--- config.mk ---
export PLATFORM = sky130hd
export DESIGN_NAME = updown_mod_counter
export DESIGN_NICKNAME = d
export VERILOG_FILES = /design/src/rtl/counter_pkg.sv /design/src/rtl/counter_prescaler.sv /design/src/rtl/updown_mod_counter.sv
export SDC_FILE = /design/constraint.sdc
export NUM_CORES = 1
export LEC_CHECK = 0
export BUFFER_PORTS_ARGS = -buffer_cell sky130_fd_sc_hd__buf_2
export CAP_MARGIN = 20
export CORE_MARGIN = 4
export CORE_UTILIZATION = 50
export DETAILED_ROUTE_END_ITERATION = 8
export GPL_TIMING_DRIVEN = 0
export PLACE_DENSITY = 0.78
export SLEW_MARGIN = 30
export SYNTH_ARGS = -nofsm -noshare
export SYNTH_HDL_FRONTEND = slang
export SYNTH_SLANG_ARGS = --single-unit
export TNS_END_PERCENT = 20
--- constraint.sdc ---
create_clock -name clk -period 2.5 [get_ports clk]
set_input_delay 0 -clock clk [delete_from_list [all_inputs] [get_ports clk]]
set_output_delay 0 -clock clk [all_outputs]
set_load 0.005 [all_outputs]
--- src/rtl/counter_pkg.sv ---
// Shared types and helpers for updown_mod_counter and its prescaler.
package counter_pkg;

    localparam int unsigned DEF_WIDTH    = 8;
    localparam int unsigned DEF_MOD      = 256;
    localparam int unsigned DEF_PRESCALE = 4;

    typedef enum logic [0:0] {
        COUNT_ST,
        DONE_ST
    } state_e;

    // Out-of-range load values saturate at the top of the count range.
    function automatic logic [31:0] clamp_load(input logic [31:0] value,
                                               input logic [31:0] modv);
        return (value < modv) ? value : (modv - 32'd1);
    endfunction

endpackage

--- src/rtl/counter_prescaler.sv ---
// Divides enabled cycles by PRESCALE; tick marks every PRESCALE-th enabled cycle.
module counter_prescaler
    import counter_pkg::*;
#(
    parameter int unsigned PRESCALE = DEF_PRESCALE
) (
    input  logic clk,
    input  logic rst_n,
    input  logic clr,
    input  logic en,
    output logic tick
);

    localparam int unsigned PW = (PRESCALE > 2) ? $clog2(PRESCALE) : 1;
    localparam logic [PW-1:0] LAST = PW'(PRESCALE - 1);

    logic [PW-1:0] pcnt_q, pcnt_d;

    assign tick = en & (pcnt_q == LAST);

    always_comb begin
        pcnt_d = pcnt_q;
        if (clr) begin
            pcnt_d = '0;
        end else if (en) begin
            pcnt_d = tick ? '0 : pcnt_q + 1'b1;
        end
    end

    always_ff @(posedge clk or negedge rst_n) begin
        if (!rst_n) begin
            pcnt_q <= '0;
        end else begin
            pcnt_q <= pcnt_d;
        end
    end

endmodule

--- src/rtl/updown_mod_counter.sv ---
// Modulo-MOD up/down counter with load, clear, terminal-count strobe and one-shot halt.
// Optional prescaler on the step input when COUNTER_PRESCALE_EN is defined.
module updown_mod_counter
    import counter_pkg::*;
#(
    parameter int unsigned WIDTH    = DEF_WIDTH,
    parameter int unsigned MOD      = DEF_MOD,
    parameter int unsigned PRESCALE = DEF_PRESCALE
) (
    input  logic             clk,
    input  logic             rst_n,
    input  logic             clr,
    input  logic             ld,
    input  logic [WIDTH-1:0] data,
    input  logic             en,
    input  logic             up,
    input  logic             oneshot,
    output logic [WIDTH-1:0] Q,
    output logic             tc,
    output logic             done
);

    localparam logic [WIDTH-1:0] MAX = WIDTH'(MOD - 1);

    if (WIDTH < 2 || WIDTH > 32 || MOD < 2 || 64'(MOD) > (64'd1 << WIDTH) || PRESCALE < 2)
    begin : g_param_check
        $error("updown_mod_counter: illegal WIDTH/MOD/PRESCALE combination");
    end

    state_e           state_q, state_d;
    logic [WIDTH-1:0] cnt_q, cnt_d;
    logic             step;
    logic             at_term;

`ifdef COUNTER_PRESCALE_EN
    counter_prescaler #(
        .PRESCALE (PRESCALE)
    ) u_prescaler (
        .clk   (clk),
        .rst_n (rst_n),
        .clr   (clr | ld),
        .en    (en),
        .tick  (step)
    );
`else
    assign step = en;
`endif

    assign at_term = up ? (cnt_q == MAX) : (cnt_q == '0);
    // rst_n gating keeps the strobe quiet while reset is held.
    assign tc      = rst_n & step & (state_q == COUNT_ST) & at_term;
    assign done    = (state_q == DONE_ST);
    assign Q       = cnt_q;

    always_comb begin
        cnt_d   = cnt_q;
        state_d = state_q;
        if (clr) begin
            cnt_d   = '0;
            state_d = COUNT_ST;
        end else if (ld) begin
            cnt_d   = WIDTH'(clamp_load(32'(data), 32'(MOD)));
            state_d = COUNT_ST;
        end else if (step && state_q == COUNT_ST) begin
            if (at_term) begin
                if (oneshot) begin
                    state_d = DONE_ST;
                end else begin
                    cnt_d = up ? '0 : MAX;
                end
            end else begin
                cnt_d = up ? cnt_q + 1'b1 : cnt_q - 1'b1;
            end
        end
    end

    always_ff @(posedge clk or negedge rst_n) begin
        if (!rst_n) begin
            cnt_q   <= '0;
            state_q <= COUNT_ST;
        end else begin
            cnt_q   <= cnt_d;
            state_q <= state_d;
        end
    end

endmodule

==> results.cfg <==
[synth]
syn_inst = 103
avgSynthCellArea_um2 = 8.31
synthFlopType = dfrtp_1
ys_ff_latch = 9
synth.cell_area_um2 = 856
ys_types = 40
synth_edf_count = 0
yosys_warnings = 0
synth_top_area_cell = dfrtp_1
synth_commonest_cells = 10 x nor2_1, 9 x dfrtp_1, 8 x a21oi_1
yosysMostFrequentCell = nor2_1
synth_area_leaders = dfrtp_1 26%, ha_1 8.8%, a21oi_1 4.7%
synth_fp_nets = 125
ys_seq_area_share_pct = 26.3
yosys.area.top_type_share_pct = 26.3
synthArstFlopShare_pct = 100

[placed_design]
place_hpwl_mm = 1.70
portBuffers = 24
dp_cells = 143
gp_congestion = 0.841

[sta]
finalHoldViolCount = 0
finClkSkew_ns = 0.00323
slew_headroom_pct = 63.1
fin_crit_sh_pct = 88.9
slew_viol_final = 0
post-route-min-period_ns = 2.22
finalSetupViolations = 0
clock.fmax_ghz = 0.450
rsz0062_at_grt = no
worstMarginPinSlew_ns = 0.549
final.setup.tns_ns = 0

[routing]
via_per_inst = 5.78
final_antenna_net_count = 0
wl_per_cell_um = 13.9
vias = 873
drt_iter0_drc = 25
dr.pass1.iters = 4
totalWireLength_mm = 2.10
drc = 0

[min_path]
hp-start = oneshot
hold_class = input pin to flip-flop

[run_status]
status = completed

[cts]
post_cts_buffers = 0
cts_made_buffers = 3
clk_pin_slew_worst_paths_ns = 0.06
h-tree-depth = 1
cts.sinks = 9
cts_max_path_buffers = 2
cts-root-buf = clkbuf_4
insertion_delay_ns = 0.26
ctsResizeCount = 0
cts_tree = built

[die]
die_w_um = 49.4
rows = 14
ioPinCount = 25
start_util_pct = 54.9
fp.dieArea_mm2 = 0.00244
die_y_um = 49.4
coreArea_mm2 = 0.00156

[cells_and_area]
areaGrowthSynthToFinish_pct = 24.1
final_util_pct = 68.1
antennaDiodeCount = 0
num-fill-cells = 135
finalNonFillerCells = 151
layout.nets = 158
drive_above_1_share_pct = 27.4

[global_routing]
grt_pass1_wl_mm = 3.81
grtUsageTotal_pct = 19.8
antenna_found_initial = 0
grt_max_degree = 11
grt_pass1_vias = 882
grt_overflow_total = 0

[worst_setup_path]
rr_startpoint = Q[7]
path_max_fanout = 5
path_cells = nand4_1, o41a_1, and2_1, xnor2_1, a211oi_1, dlygate4sd3_1
worstPathArrival_ns = 2.42
crit_start = Q[7]
end_kind = flip-flop
critPathMaxStageDelay_ns = 0.56
worstPathRequired_ns = 2.70
slowest_stage = dlygate4sd3_1
path_class = flip-flop to flip-flop
cp-start-kind = flip-flop

[power_and_ir_drop]
p_leak_nw = 0.539
pwr_density_cell_mw_per_mm2 = 500
worst_ir_drop_vdd_uv = 272

[flow_run]
maxCapViolations = 0
area by class of cell:
type                    instances  area, um2  area share (%)
plain buffers                   2       8.76           0.824
clock buffers                   4       26.3            2.47
inverters                       7       26.3            2.47
multi-input cells              85        596            56.1
flip-flops and latches          9        225            21.2
well taps                      16       20.0            1.88
repair buffers                 28        160            15.1
per-stage QoR:
stage,power [mW],instance area [um2],worst slack (ns),hold slack (ns)
floorplan,0.346,856,0.408,-0.296
global placement,0.407,996,0.333,-0.138
detailed placement,0.414,996,0.303,-0.129
CTS,0.536,1060,0.289,0.0274
global route,0.582,1060,0.0500,0.0456
finish,0.532,1060,0.278,0.0269
worst max-delay path, delay by kind of cell (launching register included):
family | cells | cell delay, ns
compound gates | 2 | 0.64
xor+xnor | 1 | 0.13
buf+inv | 1 | 0.56
flops | 1 | 0.46
simple gates | 2 | 0.38
kinds of logic (layout without fill, tap and decap cells):
kind of cell    after synthesis  after routing  synth area share, %
buf+inv                       9             41                 4.09
compound gates               34             34                 28.8
fa+ha+maj                     7              7                 11.1
mux                           1              1                 1.32
flops                         9              9                 26.3
xor+xnor                      4              4                 4.09
simple gates                 39             39                 24.3
layout by cell type, fill, tap and decap left out, types with 2 or more instances in the layout:
cell type and instances:
clkbuf_4 3, a21oi_1 8, o31ai_1 3, xnor2_1 3, nand4_1 2, or3_1 2, and3_1 2, ha_1 6
a2bb2oi_1 3, dlygate4sd3_1 4, or2_2 3, and2_1 2, dfrtp_1 9, buf_2 25, o21ai_0 4, inv_1 7
nor2_1 10, a211oi_1 2, nor3_1 2, nand2b_1 2, nand2_1 5, nor2b_1 3, a22o_1 4, a31oi_1 2
clkbuf_1 2
power breakdown:
part | internal (mW) | switching (mW) | total [mW]
Sequential | 0.162 | 0.0271 | 0.189
Clock | 0.0616 | 0.0517 | 0.113
Combinational | 0.118 | 0.111 | 0.229
per-layer routing:
layer | global-route usage (%) | routed length [um] | vias up
met5 | 0 | 0 | -
met2 | 32.1 | 975 | 27
met3 | 3.67 | 108 | 4
li1 | - | - | 454
met1 | 25.9 | 985 | 388
met4 | 7.83 | 27 | 0
registers in the layout, summed over array words and instances, names as in the netlist:
signal and cells:
Q 8, done 1
repair_timing:
action	CTS	global route
setup endpoints to repair	0	0
hold buffers	4	0
endpoints found under the hold margin	11	0
path summary, 6_finish.rpt:
kind / cells past startpoint / endpoint / slack (ns)
setup / recovery: 6 / Q[0] / 0.28
hold / removal: 3 / done / 0.03
setup reg to reg: 6 / Q[0] / 0.28
hold reg to reg: 2 / done / 0.52
max in group asynchronous: 2 / Q[3] / 2.19
min in group asynchronous: 2 / done / 0.12
Power figures use the tool's default switching activity.
